==> config.mk <==
export PLATFORM = sky130hd
export DESIGN_NAME = gray_step_arbiter
export DESIGN_NICKNAME = d
export VERILOG_FILES = /design/src/rtl/gray_step_arbiter.sv
export SDC_FILE = /design/constraint.sdc
export NUM_CORES = 1
export LEC_CHECK = 0
export ABC_AREA = 0
export BUFFER_PORTS_ARGS = -buffer_cell sky130_fd_sc_hd__buf_2
export CAP_MARGIN = 20
export CORE_MARGIN = 2
export CORE_UTILIZATION = 32
export CTS_BUF_LIST = sky130_fd_sc_hd__clkbuf_4 sky130_fd_sc_hd__clkbuf_8 sky130_fd_sc_hd__clkbuf_16
export DETAILED_ROUTE_END_ITERATION = 8
export PLACE_DENSITY = 0.62
export SETUP_SLACK_MARGIN = 0.5
export SLEW_MARGIN = 5
export SYNTH_ARGS = -nofsm -noshare
export SYNTH_HDL_FRONTEND = slang
export SYNTH_SLANG_ARGS = --single-unit
==> constraint.sdc <==
create_clock -name Clk -period 1.8 [get_ports Clk]
set_clock_uncertainty 0.05 [all_clocks]
set_input_delay 0.09 -clock Clk [delete_from_list [all_inputs] [get_ports Clk]]
set_output_delay 0.09 -clock Clk [all_outputs]
set_load 0.01 [all_outputs]
==> src/rtl/gray_step_arbiter.sv <==
// gray_step_arbiter
//   Shares one 3-bit gray counter between two requesters. Each request asks
//   for N count steps, optionally preceded by a counter clear. Grants are
//   round-robin; completion is reported together with the counter's
//   Overflow state.
//
// Ports
//   Clk            rising-edge clock
//   Reset          asynchronous, active-low reset
//   Req0/Req1      requests, held high until acknowledged
//   Steps0/Steps1  requested step count, sampled at acceptance
//   Clr0/Clr1      clear counter before stepping, sampled at acceptance
//   Ack0/Ack1      one-cycle pulse: request accepted
//   Done0/Done1    one-cycle pulse: requested steps completed
//   Done_Ovf       counter Overflow during the Done cycle, else 0
//   Busy           transaction in progress
//   Owner          current / last grant holder
//   Cnt_En         counter enable
//   Cnt_Clr        counter synchronous clear (active-high)
//   Cnt_Overflow   counter Overflow flag
module gray_step_arbiter #(
    parameter int STEP_W = 4
) (
    input  logic              Clk,
    input  logic              Reset,
    input  logic              Req0,
    input  logic              Req1,
    input  logic [STEP_W-1:0] Steps0,
    input  logic [STEP_W-1:0] Steps1,
    input  logic              Clr0,
    input  logic              Clr1,
    output logic              Ack0,
    output logic              Ack1,
    output logic              Done0,
    output logic              Done1,
    output logic              Done_Ovf,
    output logic              Busy,
    output logic              Owner,
    output logic              Cnt_En,
    output logic              Cnt_Clr,
    input  logic              Cnt_Overflow
);

    typedef enum logic [2:0] {
        IDLE,
        CLEAR,
        RUN,
        SETTLE,
        DONE
    } state_t;

    state_t            state, state_nxt;
    logic [STEP_W-1:0] rem, rem_nxt;
    logic              owner_q, owner_nxt;
    logic              prio, prio_nxt;
    logic              ack_q, ack_nxt;

    logic              win;
    logic [STEP_W-1:0] win_steps;
    logic              win_clr;

    // Single requester wins outright; a tie goes to the one named by prio.
    always_comb begin
        win       = (Req0 && Req1) ? prio : Req1;
        win_steps = win ? Steps1 : Steps0;
        win_clr   = win ? Clr1   : Clr0;
    end

    always_ff @(posedge Clk or negedge Reset) begin
        if (!Reset) begin
            state   <= IDLE;
            rem     <= '0;
            owner_q <= 1'b0;
            prio    <= 1'b0;
            ack_q   <= 1'b0;
        end else begin
            state   <= state_nxt;
            rem     <= rem_nxt;
            owner_q <= owner_nxt;
            prio    <= prio_nxt;
            ack_q   <= ack_nxt;
        end
    end

    always_comb begin
        state_nxt = state;
        rem_nxt   = rem;
        owner_nxt = owner_q;
        prio_nxt  = prio;
        ack_nxt   = 1'b0;

        case (state)
            IDLE: begin
                if (Req0 || Req1) begin
                    owner_nxt = win;
                    rem_nxt   = win_steps;
                    ack_nxt   = 1'b1;
                    if (win_clr)
                        state_nxt = CLEAR;
                    else if (win_steps != '0)
                        state_nxt = RUN;
                    else
                        state_nxt = SETTLE;
                end
            end
            CLEAR: begin
                state_nxt = (rem != '0) ? RUN : SETTLE;
            end
            RUN: begin
                rem_nxt = rem - 1'b1;
                if (rem == STEP_W'(1))
                    state_nxt = SETTLE;
            end
            // Counter Overflow is registered: one extra cycle lets it
            // reflect the final count before it is reported.
            SETTLE: begin
                state_nxt = DONE;
            end
            DONE: begin
                prio_nxt  = ~owner_q;
                state_nxt = IDLE;
            end
            default: begin
                state_nxt = IDLE;
            end
        endcase
    end

    always_comb begin
        Busy     = (state != IDLE);
        Cnt_En   = (state == RUN);
        Cnt_Clr  = (state == CLEAR);
        Done0    = (state == DONE) && !owner_q;
        Done1    = (state == DONE) &&  owner_q;
        Done_Ovf = (state == DONE) && Cnt_Overflow;
        Ack0     = ack_q && !owner_q;
        Ack1     = ack_q &&  owner_q;
        Owner    = owner_q;
    end

endmodule

==> summary.md, run 1 <==
| Metric | Value |
|---|---|
| Netlist cell types | `34` |
| Max-cap violations | `0` |
| Final period util | `92.1%` |
| Detailed-route wire length | `2220 um` |
| Share of cells above drive strength 1 | `63.6%` |
| Area contributors post-synth | `dfrtp_1, ha_1, mux2i_1` |
| Crit path max fanout | `5` |
| Critical path class | `reg2reg` |
| Via count | `759` |
| Adder-Cell Fraction of Synth Area | `5.46%` |
| Reg-to-reg startpoint | `state[0]` |
| YS warnings | `0` |
| Remaining antenna violation count after routing | `0` |
| Number of port buffers | `23` |
| Final setup fails | `0` |
| Worst-Skew Late Latency | `0.28 ns` |
| Synthesized instance count | `73` |
| DR pass1 iterations | `4` |
| Synth Area in Compound Gates | `14.8%` |
| Io pins | `24` |
| Required @ worst endpoint | `1.93 ns` |
| RSZ-0062 raised after global routing | `yes` |
| Mapped Area | `687 um2` |
| Setup_tns | `0 ns` |
| Startpoint types | `flop` |
| Clock Sink Count | `10` |
| TritonCTS clock tree | `yes` |
| GP Congestion | `0.727` |
| Power, Total | `2030 uW` |
| Post-synthesis sequential area ratio | `36.4%` |
| HPWL after DPL | `1240 um` |
| Vias per cell | `5.23` |
| Number of flops mapped to enable cells by yosys | `0` |
| Critical path arrival | `1.79 ns` |
| Non-Filler Instances | `145` |
| Mux contribution to synthesized area | `7.65%` |
| Lkg Pwr | `0.000570 uW` |
| Post-Synth XOR/XNOR Area | `0%` |
| Die height | `50.3 um` |
| Rel. slew slack | `74.8%` |
| Dpl cell area | `831 um2` |
| Area of the core | `0.00200 mm2` |
| Ys async rst share | `100%` |
| Clk pin slew, worst setup/hold paths | `0.08 ns` |
| Total gr overflow | `0` |
| Row Count | `16` |
| GRT Util Overall | `17.0%` |
| FF+latch count, synth | `10` |
| Area Growth Syn to Fin | `70.3%` |
| Worst Setup SP | `state[0]` |
| Fin nets | `138` |
| Pwr/cell area | `1740 mW/mm2` |
| R2R Setup Slk | `0.14 ns` |
| First-pass GRT wire length | `3120 um` |
| Layout Utilization | `58.4%` |
| Crit. End Element | `flop` |
| Initial antenna violation count | `0` |
| Status | `finished clean` |
| Starting DRT DRC Count | `15` |
| Ys flop type | `dfrtp_1` |
| Initial Util | `34.3%` |
| Clk buf depth | `2` |
| Die Wd | `50.3 um` |
| Fmax achieved | `603 MHz` |
| Worst Hold Class | `in2reg` |
| Hold Crit Start | `Clr0` |
| Die Footprint | `0.00253 mm2` |
| Fin crit period | `1.66 ns` |
| Reg-to-Reg End | `rem[3]` |
| Antenna Cells | `0` |
| Post-placement cell count | `122` |
| Root Driver | `clkbuf_4` |
| Slew Limit Fails | `0` |
| Mean routed wirelength per cell | `15.3 um` |
| Fillers | `160` |
| Share of the synthesized area in the top cell type | `36.4%` |
| Mean Syn Cell Area | `9.41 um2` |
| Largest family of logic cells by synthesized area | `simple AND/OR/NAND/NOR gates` |
| Reg2reg path depth | `4` |
| Final instance area | `0.00117 mm2` |
| Area leader, netlist | `dfrtp_1` |
| Cts bufs inserted | `3` |
| Worst setup endpoint | `rem[3]` |
| Max H-tree Level | `1` |
| Final hold vios | `0` |
| DRC violations left | `0` |
| Max VDD drop | `0.617 mV` |
| Worst Tran Pin Value | `0.374 ns` |
| Largest net degree at the start of global routing | `11` |
| Syn nets | `91` |
| Vias in the first global route | `708` |
| Simple logic cell fraction of the synthesized area | `27.5%` |
-- layer usage --
metal  GRT usage (%)  share of wire, %  up-vias
li1                -                 -      358
met1            18.7                42      362
met2            28.7                49       33
met3            2.38               5.2        6
met4            14.0               3.6        0
met5               0                 0        -
-- cell type report --
cell class / instances / area, um2 / area share [%]
multi-input combinational: 54 / 498 / 42.6
timing repair buffer: 46 / 339 / 29.0
sequential: 10 / 250 / 21.4
tap: 27 / 33.8 / 2.89
inverter: 5 / 26.3 / 2.25
clock buffer: 3 / 22.5 / 1.93
-- what timing repair did --
item / CTS / global route
endpoints found under the setup margin: 14 / 14
buffers inserted: 11 / 8
resized for setup: 21 / 17
endpoints found under the hold margin: 10 / 0
hold buffers: 1 / 0
pin swaps: 9 / 5
-- synthesized netlist by cell type (all sizes together) (2+ instances only) --
cell type / n
buf: 3
nor2: 7
mux2: 2
nor4: 3
dfrtp: 10
and3: 2
and2: 2
a211oi: 2
or2: 2
a211o: 2
ha: 3
a21oi: 3
nand3: 3
inv: 4
nand2: 4
o221ai: 2
or4: 2
nor3: 2
mux2i: 3
-- how the worst min path moves through the flow --
stage                           to  slack (ns)  cells after the start
after floorplan              Owner       -0.26                      0
after global placement        prio       -0.08                      1
after detailed placement      prio       -0.08                      1
after CTS                 state[1]        0.09                      3
after global routing      state[1]        0.09                      3
final                     state[1]         0.1                      3
-- sequential cells by signal (all words and copies together), names as in the netlist --
| name | flops |
|---|---|
| Owner | 1 |
| ack_q | 1 |
| prio | 1 |
| rem | 4 |
| state | 3 |
-- critical path, stage by stage, from the launching register on --
cell and delay [ns]:
dfrtp_1 0.40, or3_4 0.41, or2_4 0.30, buf_4 0.16, o221ai_1 0.24
-- cell usage in the layout, fill, tap and decap left out, drive strengths merged --
cell,netlist,routed
or3b,1,1
or4,2,2
inv,4,4
o211ai,1,1
buf,3,45
a21boi,1,1
ha,3,3
a211oi,2,2
clkinv,1,1
dlygate4sd3,0,1
o21ai,1,1
or3,1,1
nor3,2,2
or2,2,2
mux2,2,2
nor2,7,7
nor2b,1,1
nand2,4,4
clkbuf,1,3
and4b,1,1
and3,2,2
mux2i,3,3
a21oi,3,3
o221ai,2,2
nand2b,1,1
nor4,3,3
dfrtp,10,10
nor3b,1,1
a2111oi,1,1
and2,2,2
a211o,2,2
nand3,3,3
-- kinds of logic (layout without fill, tap and decap cells) --
group / count (synthesis) / in the layout
compound gates: 13 / 13
simple gates: 33 / 33
flops: 10 / 10
fa+ha+maj: 3 / 3
mux: 5 / 5
buf+inv: 9 / 54
-- through the flow --
| step | hold slack [ns] | setup slack [ns] |
|---|---|---|
| floorplan | -0.256 | 0.102 |
| global placement | -0.0842 | 0.156 |
| detailed placement | -0.0785 | 0.0956 |
| CTS | 0.0921 | 0.228 |
| global route | 0.0901 | 0.0989 |
| finish | 0.0985 | 0.143 |
-- report_power, final --
| group | switching, uW | internal [uW] | leakage (uW) |
|---|---|---|---|
| logic | 628 | 783 | 0.000434 |
| registers | 118 | 337 | 0.000122 |
| clock network | 89.1 | 77.6 | 0.0000138 |
| total | 835 | 1200 | 0.000570 |
No activity file was read; power rests on OpenSTA's default activity.
==> run 2: changes to the inputs <==
--- a/config.mk
+++ b/config.mk
@@ -8,11 +8,11 @@
 export ABC_AREA = 0
 export BUFFER_PORTS_ARGS = -buffer_cell sky130_fd_sc_hd__buf_2
 export CAP_MARGIN = 20
-export CORE_MARGIN = 2
 export CORE_UTILIZATION = 32
 export CTS_BUF_LIST = sky130_fd_sc_hd__clkbuf_4 sky130_fd_sc_hd__clkbuf_8 sky130_fd_sc_hd__clkbuf_16
 export DETAILED_ROUTE_END_ITERATION = 8
 export PLACE_DENSITY = 0.62
+export REMOVE_ABC_BUFFERS = 1
 export SETUP_SLACK_MARGIN = 0.5
 export SLEW_MARGIN = 5
 export SYNTH_ARGS = -nofsm -noshare
==> summary.md, run 2 (synthesized netlist as in run 1, its figures left out) <==
| Metric | Value |
|---|---|
| Status | `finished clean (unchanged)` |
| Cell-internal power | `1120 uW (was 1200 uW)` |
| Hold Crit Start | `Clr0 (unchanged)` |
| Io pins | `24 (unchanged)` |
| Worst Setup SP | `state[1] (was state[0])` |
| First-pass GRT wire length | `3240 um (was 3120 um)` |
| Setup_tns | `0 ns (unchanged)` |
| Critical path arrival | `1.73 ns (was 1.79 ns)` |
| Clock Sink Count | `10 (unchanged)` |
| TritonCTS clock tree | `yes (unchanged)` |
| Mean routed wirelength per cell | `14.3 um (was 15.3 um)` |
| Final period util | `90.8% (was 92.1%)` |
| P_sw | `776 uW (was 835 uW)` |
| Vias per cell | `5.12 (was 5.23)` |
| Hold Path End | `state[1] (unchanged)` |
| DR pass1 iterations | `2 (was 4)` |
| Initial antenna violation count | `0 (unchanged)` |
| Reg-to-Reg End | `rem[3] (unchanged)` |
| Largest net degree at the start of global routing | `11 (unchanged)` |
| Comb pwr share | `65.1% (was 69.4%)` |
| Total gr overflow | `0 (unchanged)` |
| Final setup fails | `0 (unchanged)` |
| Max-cap violations | `0 (unchanged)` |
| Switch share | `40.9% (was 41.1%)` |
| GRT Util Overall | `17.9% (was 17.0%)` |
| Reg-to-reg startpoint | `state[1] (was state[0])` |
| GP Congestion | `0.777 (was 0.727)` |
| Worst Hold Path Cells | `3 (unchanged)` |
| Die Footprint | `0.00234 mm2 (was 0.00253 mm2)` |
| Via count | `717 (was 759)` |
| HPWL after DPL | `1240 um (about the same)` |
| Row Count | `16 (unchanged)` |
| Reg2reg path depth | `4 (unchanged)` |
| Most frequent cells in the layout | `buf_2, buf_4, dfrtp_1 (was buf_2, buf_4, buf_6)` |
| Die Wd | `48.3 um (was 50.3 um)` |
| Final hold vios | `0 (unchanged)` |
| Area of the core | `0.00198 mm2 (was 0.00200 mm2)` |
| Crit. End Element | `flop (unchanged)` |
| Clk buf depth | `2 (unchanged)` |
| Clk pin slew, worst setup/hold paths | `0.07 ns (was 0.08 ns)` |
| Vias in the first global route | `731 (was 708)` |
| Required @ worst endpoint | `1.89 ns (was 1.93 ns)` |
| Die height | `48.3 um (was 50.3 um)` |
| Slew Limit Fails | `0 (unchanged)` |
| Initial Util | `34.7% (was 34.3%)` |
| Fin crit period | `1.63 ns (was 1.66 ns)` |
| Rel. slew slack | `81.6% (was 74.8%)` |
| Starting DRT DRC Count | `11 (was 15)` |
| Cts bufs inserted | `3 (unchanged)` |
| Max H-tree Level | `1 (unchanged)` |
| RSZ-0062 raised after global routing | `yes (unchanged)` |
| Pwr/cell area | `1710 mW/mm2 (was 1740 mW/mm2)` |
| Detailed-route wire length | `2000 um (was 2220 um)` |
| Area Growth Syn to Fin | `61.9% (was 70.3%)` |
| Worst Hold Class | `in2reg (unchanged)` |
| Fin Hold WS | `0.0857 ns (was 0.0985 ns)` |
| Largest register FFs | `4 (unchanged)` |
| Fin nets | `132 (was 138)` |
| Share of cells above drive strength 1 | `61.9% (was 63.6%)` |
| DRC violations left | `0 (unchanged)` |
| Worst Tran Pin Value | `0.273 ns (was 0.374 ns)` |
| Number of port buffers | `23 (unchanged)` |
| R2R Setup Slk | `0.17 ns (was 0.14 ns)` |
| Sequential Power Share | `23.9% (was 22.4%)` |
| Critical path class | `reg2reg (unchanged)` |
| Remaining antenna violation count after routing | `0 (unchanged)` |
| Commonest non-fill, non-tap cell in the layout | `buf_2 (unchanged)` |
| Clk pwr share | `11.0% (was 8.2%)` |
| Antenna Cells | `0 (unchanged)` |
| Fmax achieved | `612 MHz (was 603 MHz)` |
| Biggest regs | `rem x4, state x3 (unchanged)` |
| Startpoint types | `flop (unchanged)` |
| Root Driver | `clkbuf_4 (unchanged)` |
| Crit path max fanout | `4 (was 5)` |
| Biggest register | `rem (unchanged)` |
| Max VDD drop | `1.07 mV (was 0.617 mV)` |
| Lkg Pwr | `0.000535 uW (was 0.000570 uW)` |
| Worst-Skew Late Latency | `0.27 ns (was 0.28 ns)` |
[run 2: cell type report]
class | count | area (um2)
timing repair buffer | 40 | 280
sequential | 10 | 251
multi-input combinational | 54 | 487
clock buffer | 4 | 36.3
inverter | 5 | 23.8
fill | 183 | 870
tap | 27 | 33.8
[run 2: power by group through the flow]
stage / sequential [uW] / combinational (uW) / clock [uW]
after floorplan: 439 / 478 / 0
after global placement: 447 / 729 / 0
after detailed placement: 455 / 745 / 0
after CTS: 435 / 1090 / 215
after global routing: 470 / 1330 / 225
final: 454 / 1230 / 208
[run 2: worst max path at each step]
stage               endpoint  slack, ns  depth (start not counted)
floorplan             rem[0]       0.08                          5
global placement      rem[1]       0.15                          5
detailed placement    rem[3]       0.12                          4
CTS                   rem[3]       0.21                          4
global route          rem[3]       0.16                          4
finish                rem[3]       0.17                          4
[run 2: per-layer routing]
layer / track usage [%] / vias to the layer above / part of all wire, %
met5: 0 / - / 0
met1: 20.5 / 353 / 43
met2: 31.5 / 17 / 52
li1: - / 345 / -
met4: 3.92 / 0 / 0.70
met3: 6.92 / 2 / 4.1
[run 2: through the flow]
step	instances	power (uW)	setup WS [ns]	utilization, %	cell area, um2
after CTS	138	1740	0.212	52.8	1050
after floorplan	69	917	0.0800	-	654
after global routing	140	2020	0.161	56.1	1110
final	140	1900	0.165	56.1	1110
after global placement	123	1180	0.154	42.0	833
after detailed placement	123	1200	0.119	42.0	833
[run 2: timing repair]
action,in CTS,in global routing
setup buffers,10,2
endpoints found under the setup margin,14,14
pin swaps,9,6
hold endpoints to repair,10,0
gates cloned,0,0
resized for setup,21,12
hold buffers,1,0
[run 2: worst max-delay path: stages, from the launching register on]
cell,delay (ns)
dfrtp_1,0.42
or3b_4,0.42
or4_4,0.43
nand3_2,0.09
o221ai_1,0.10
==> run 3: changes to the inputs <==
--- a/config.mk
+++ b/config.mk
@@ -6,12 +6,14 @@
 export NUM_CORES = 1
 export LEC_CHECK = 0
 export ABC_AREA = 0
-export BUFFER_PORTS_ARGS = -buffer_cell sky130_fd_sc_hd__buf_2
 export CAP_MARGIN = 20
 export CORE_UTILIZATION = 32
 export CTS_BUF_LIST = sky130_fd_sc_hd__clkbuf_4 sky130_fd_sc_hd__clkbuf_8 sky130_fd_sc_hd__clkbuf_16
 export DETAILED_ROUTE_END_ITERATION = 8
-export PLACE_DENSITY = 0.62
+export DONT_BUFFER_PORTS = 1
+export MAX_ROUTING_LAYER = met4
+export PLACE_DENSITY = 0.52
+export RECOVER_POWER = 100
 export REMOVE_ABC_BUFFERS = 1
 export SETUP_SLACK_MARGIN = 0.5
 export SLEW_MARGIN = 5
==> summary.md, run 3 (synthesized netlist as in run 1, its figures left out) <==
| Metric | Value |
|---|---|
| Max incr delay on CP | `0.45 ns (was 0.43 ns)` |
| TritonCTS clock tree | `yes (unchanged)` |
| Crit. End Element | `flop (unchanged)` |
| Post-placement cell count | `104 (was 123)` |
| Die height | `48.3 um (unchanged)` |
| Reg-to-reg startpoint | `state[2] (was state[1])` |
| Critical path arrival | `1.76 ns (was 1.73 ns)` |
| Biggest register | `rem (unchanged)` |
| DRC violations left | `0 (unchanged)` |
| Starting DRT DRC Count | `8 (was 11)` |
| First-pass GRT wire length | `2980 um (was 3240 um)` |
| Slew Limit Fails | `0 (unchanged)` |
| Initial Util | `34.7% (unchanged)` |
| Max-cap violations | `0 (unchanged)` |
| Root Driver | `clkbuf_4 (unchanged)` |
| Worst Setup SP | `state[2] (was state[1])` |
| Most frequent cells in the layout | `dfrtp_1, buf_6, nor2_1, buf_4, dlygate4sd3_1 (was buf_2, buf_4, dfrtp_1)` |
| Vias in the first global route | `659 (was 731)` |
| Startpoint types | `flop (unchanged)` |
| Setup_tns | `0 ns (unchanged)` |
| Worst Tran Pin Value | `0.525 ns (was 0.273 ns)` |
| GRT Util Overall | `17.6% (was 17.9%)` |
| Vias per cell | `5.26 (was 5.12)` |
| Buffers & Inverters on Critical Path | `0 (unchanged)` |
| Area Growth Syn to Fin | `44.6% (was 61.9%)` |
| Number of port buffers | `0 (was 23)` |
| Required @ worst endpoint | `1.90 ns (was 1.89 ns)` |
| Area of the core | `0.00198 mm2 (unchanged)` |
| Final setup fails | `0 (unchanged)` |
| Clock Sink Count | `10 (unchanged)` |
| FF+latch area | `250 um2 (was 251 um2)` |
| HPWL after DPL | `1290 um (was 1240 um)` |
| DR pass1 iterations | `4 (was 2)` |
| Biggest regs | `rem x4, state x3 (unchanged)` |
| Non-Filler Instances | `122 (was 140)` |
| Cts bufs inserted | `3 (unchanged)` |
| Worst-Skew Late Latency | `0.28 ns (was 0.27 ns)` |
| Max VDD drop | `0.661 mV (was 1.07 mV)` |
| Rel. slew slack | `64.9% (was 81.6%)` |
| Mean routed wirelength per cell | `15.5 um (was 14.3 um)` |
| Final hold vios | `0 (unchanged)` |
| Largest register FFs | `4 (unchanged)` |
| Worst Hold Class | `in2reg (unchanged)` |
| Clk buf depth | `2 (unchanged)` |
| Worst path top cell family by delay | `compound AO/OA/AOI/OAI gates (was simple AND/OR/NAND/NOR gates)` |
| Max H-tree Level | `1 (unchanged)` |
| Initial antenna violation count | `0 (unchanged)` |
| Commonest non-fill, non-tap cell in the layout | `dfrtp_1 (was buf_2)` |
| Clk pin slew, worst setup/hold paths | `0.08 ns (was 0.07 ns)` |
| RSZ-0062 raised after global routing | `yes (unchanged)` |
| Fin nets | `114 (was 132)` |
| Via count | `642 (was 717)` |
| Crit path cell chain | `or3_1 > a211o_4 > a2111oi_2 (was or3b_4 > or4_4 > nand3_2 > o221ai_1)` |
| Row Count | `16 (unchanged)` |
| CP max stage cell | `or3_1 (was or4_4)` |
| Antenna Cells | `0 (unchanged)` |
| Die Footprint | `0.00234 mm2 (unchanged)` |
| Pwr/cell area | `1800 mW/mm2 (was 1710 mW/mm2)` |
| Fin crit period | `1.66 ns (was 1.63 ns)` |
| Final period util | `92.2% (was 90.8%)` |
| Crit path max fanout | `4 (unchanged)` |
| Critical path class | `reg2reg (unchanged)` |
| Die Wd | `48.3 um (unchanged)` |
| Largest net degree at the start of global routing | `11 (unchanged)` |
| Fmax achieved | `603 MHz (was 612 MHz)` |
| Hold Crit Start | `Req1 (was Clr0)` |
| GP Congestion | `0.773 (was 0.777)` |
| Io pins | `24 (unchanged)` |
| Remaining antenna violation count after routing | `0 (unchanged)` |
| Detailed-route wire length | `1890 um (was 2000 um)` |
| Lkg Pwr | `0.000450 uW (was 0.000535 uW)` |
| Status | `finished clean (unchanged)` |
| Share of cells above drive strength 1 | `38.9% (was 61.9%)` |
| R2R Setup Slk | `0.14 ns (was 0.17 ns)` |
| Fillers | `181 (was 183)` |
| Total gr overflow | `0 (unchanged)` |
| Multi-input gate area | `444 um2 (was 487 um2)` |
[run 3: cell type report]
cell class                 count  area share [%]
sequential                    10            25.2
timing repair buffer          22            20.2
inverter                       5            2.90
multi-input combinational     54            44.7
clock buffer                   4            3.65
tap                           27            3.40
[run 3: where the power goes]
group          switching [uW]  internal, uW
Combinational             539           589
Clock                    90.1           123
Sequential                105           337
[run 3: worst reg2reg max path: cells and delay by family (launching register included)]
| family | cells | cell delay, ns |
|---|---|---|
| compound gates | 2 | 0.66 |
| simple gates | 1 | 0.45 |
| flops | 1 | 0.39 |
[run 3: routing by layer]
layer	vias to the layer above	GRT usage [%]	share of wire [%]
met5	-	-	0
met3	2	6.29	4.2
li1	310	-	-
met1	314	19.9	44
met4	0	4.41	0.80
met2	16	29.6	50
[run 3: metrics by stage]
stage	power [uW]	setup WS (ns)	area, um2	util, %	hold slack, ns
after floorplan	917	0.0800	654	-	-0.256
after global placement	1180	0.175	748	37.8	-0.255
after detailed placement	1190	0.147	748	37.8	-0.255
after CTS	1810	0.219	1010	51.2	0.0221
after global routing	1900	0.0888	993	50.1	0.0429
final	1780	0.140	993	50.1	0.0221
[run 3: path summary, 6_finish.rpt]
kind | to | depth (start not counted)
min in group asynchronous | prio | 1
hold / removal | Owner | 3
setup reg to reg | state[0] | 3
hold reg to reg | prio | 2
setup / recovery | state[0] | 3
max in group asynchronous | rem[1] | 1
[run 3: what timing repair did]
| action | CTS | global route |
|---|---|---|
| resized for setup | 29 | 9 |
| hold buffers | 5 | 0 |
| setup endpoints to repair | 14 | 14 |
| pin swaps | 11 | 5 |
| buffers inserted | 7 | 2 |
| endpoints found under the hold margin | 12 | 0 |
| cloned | 0 | 0 |
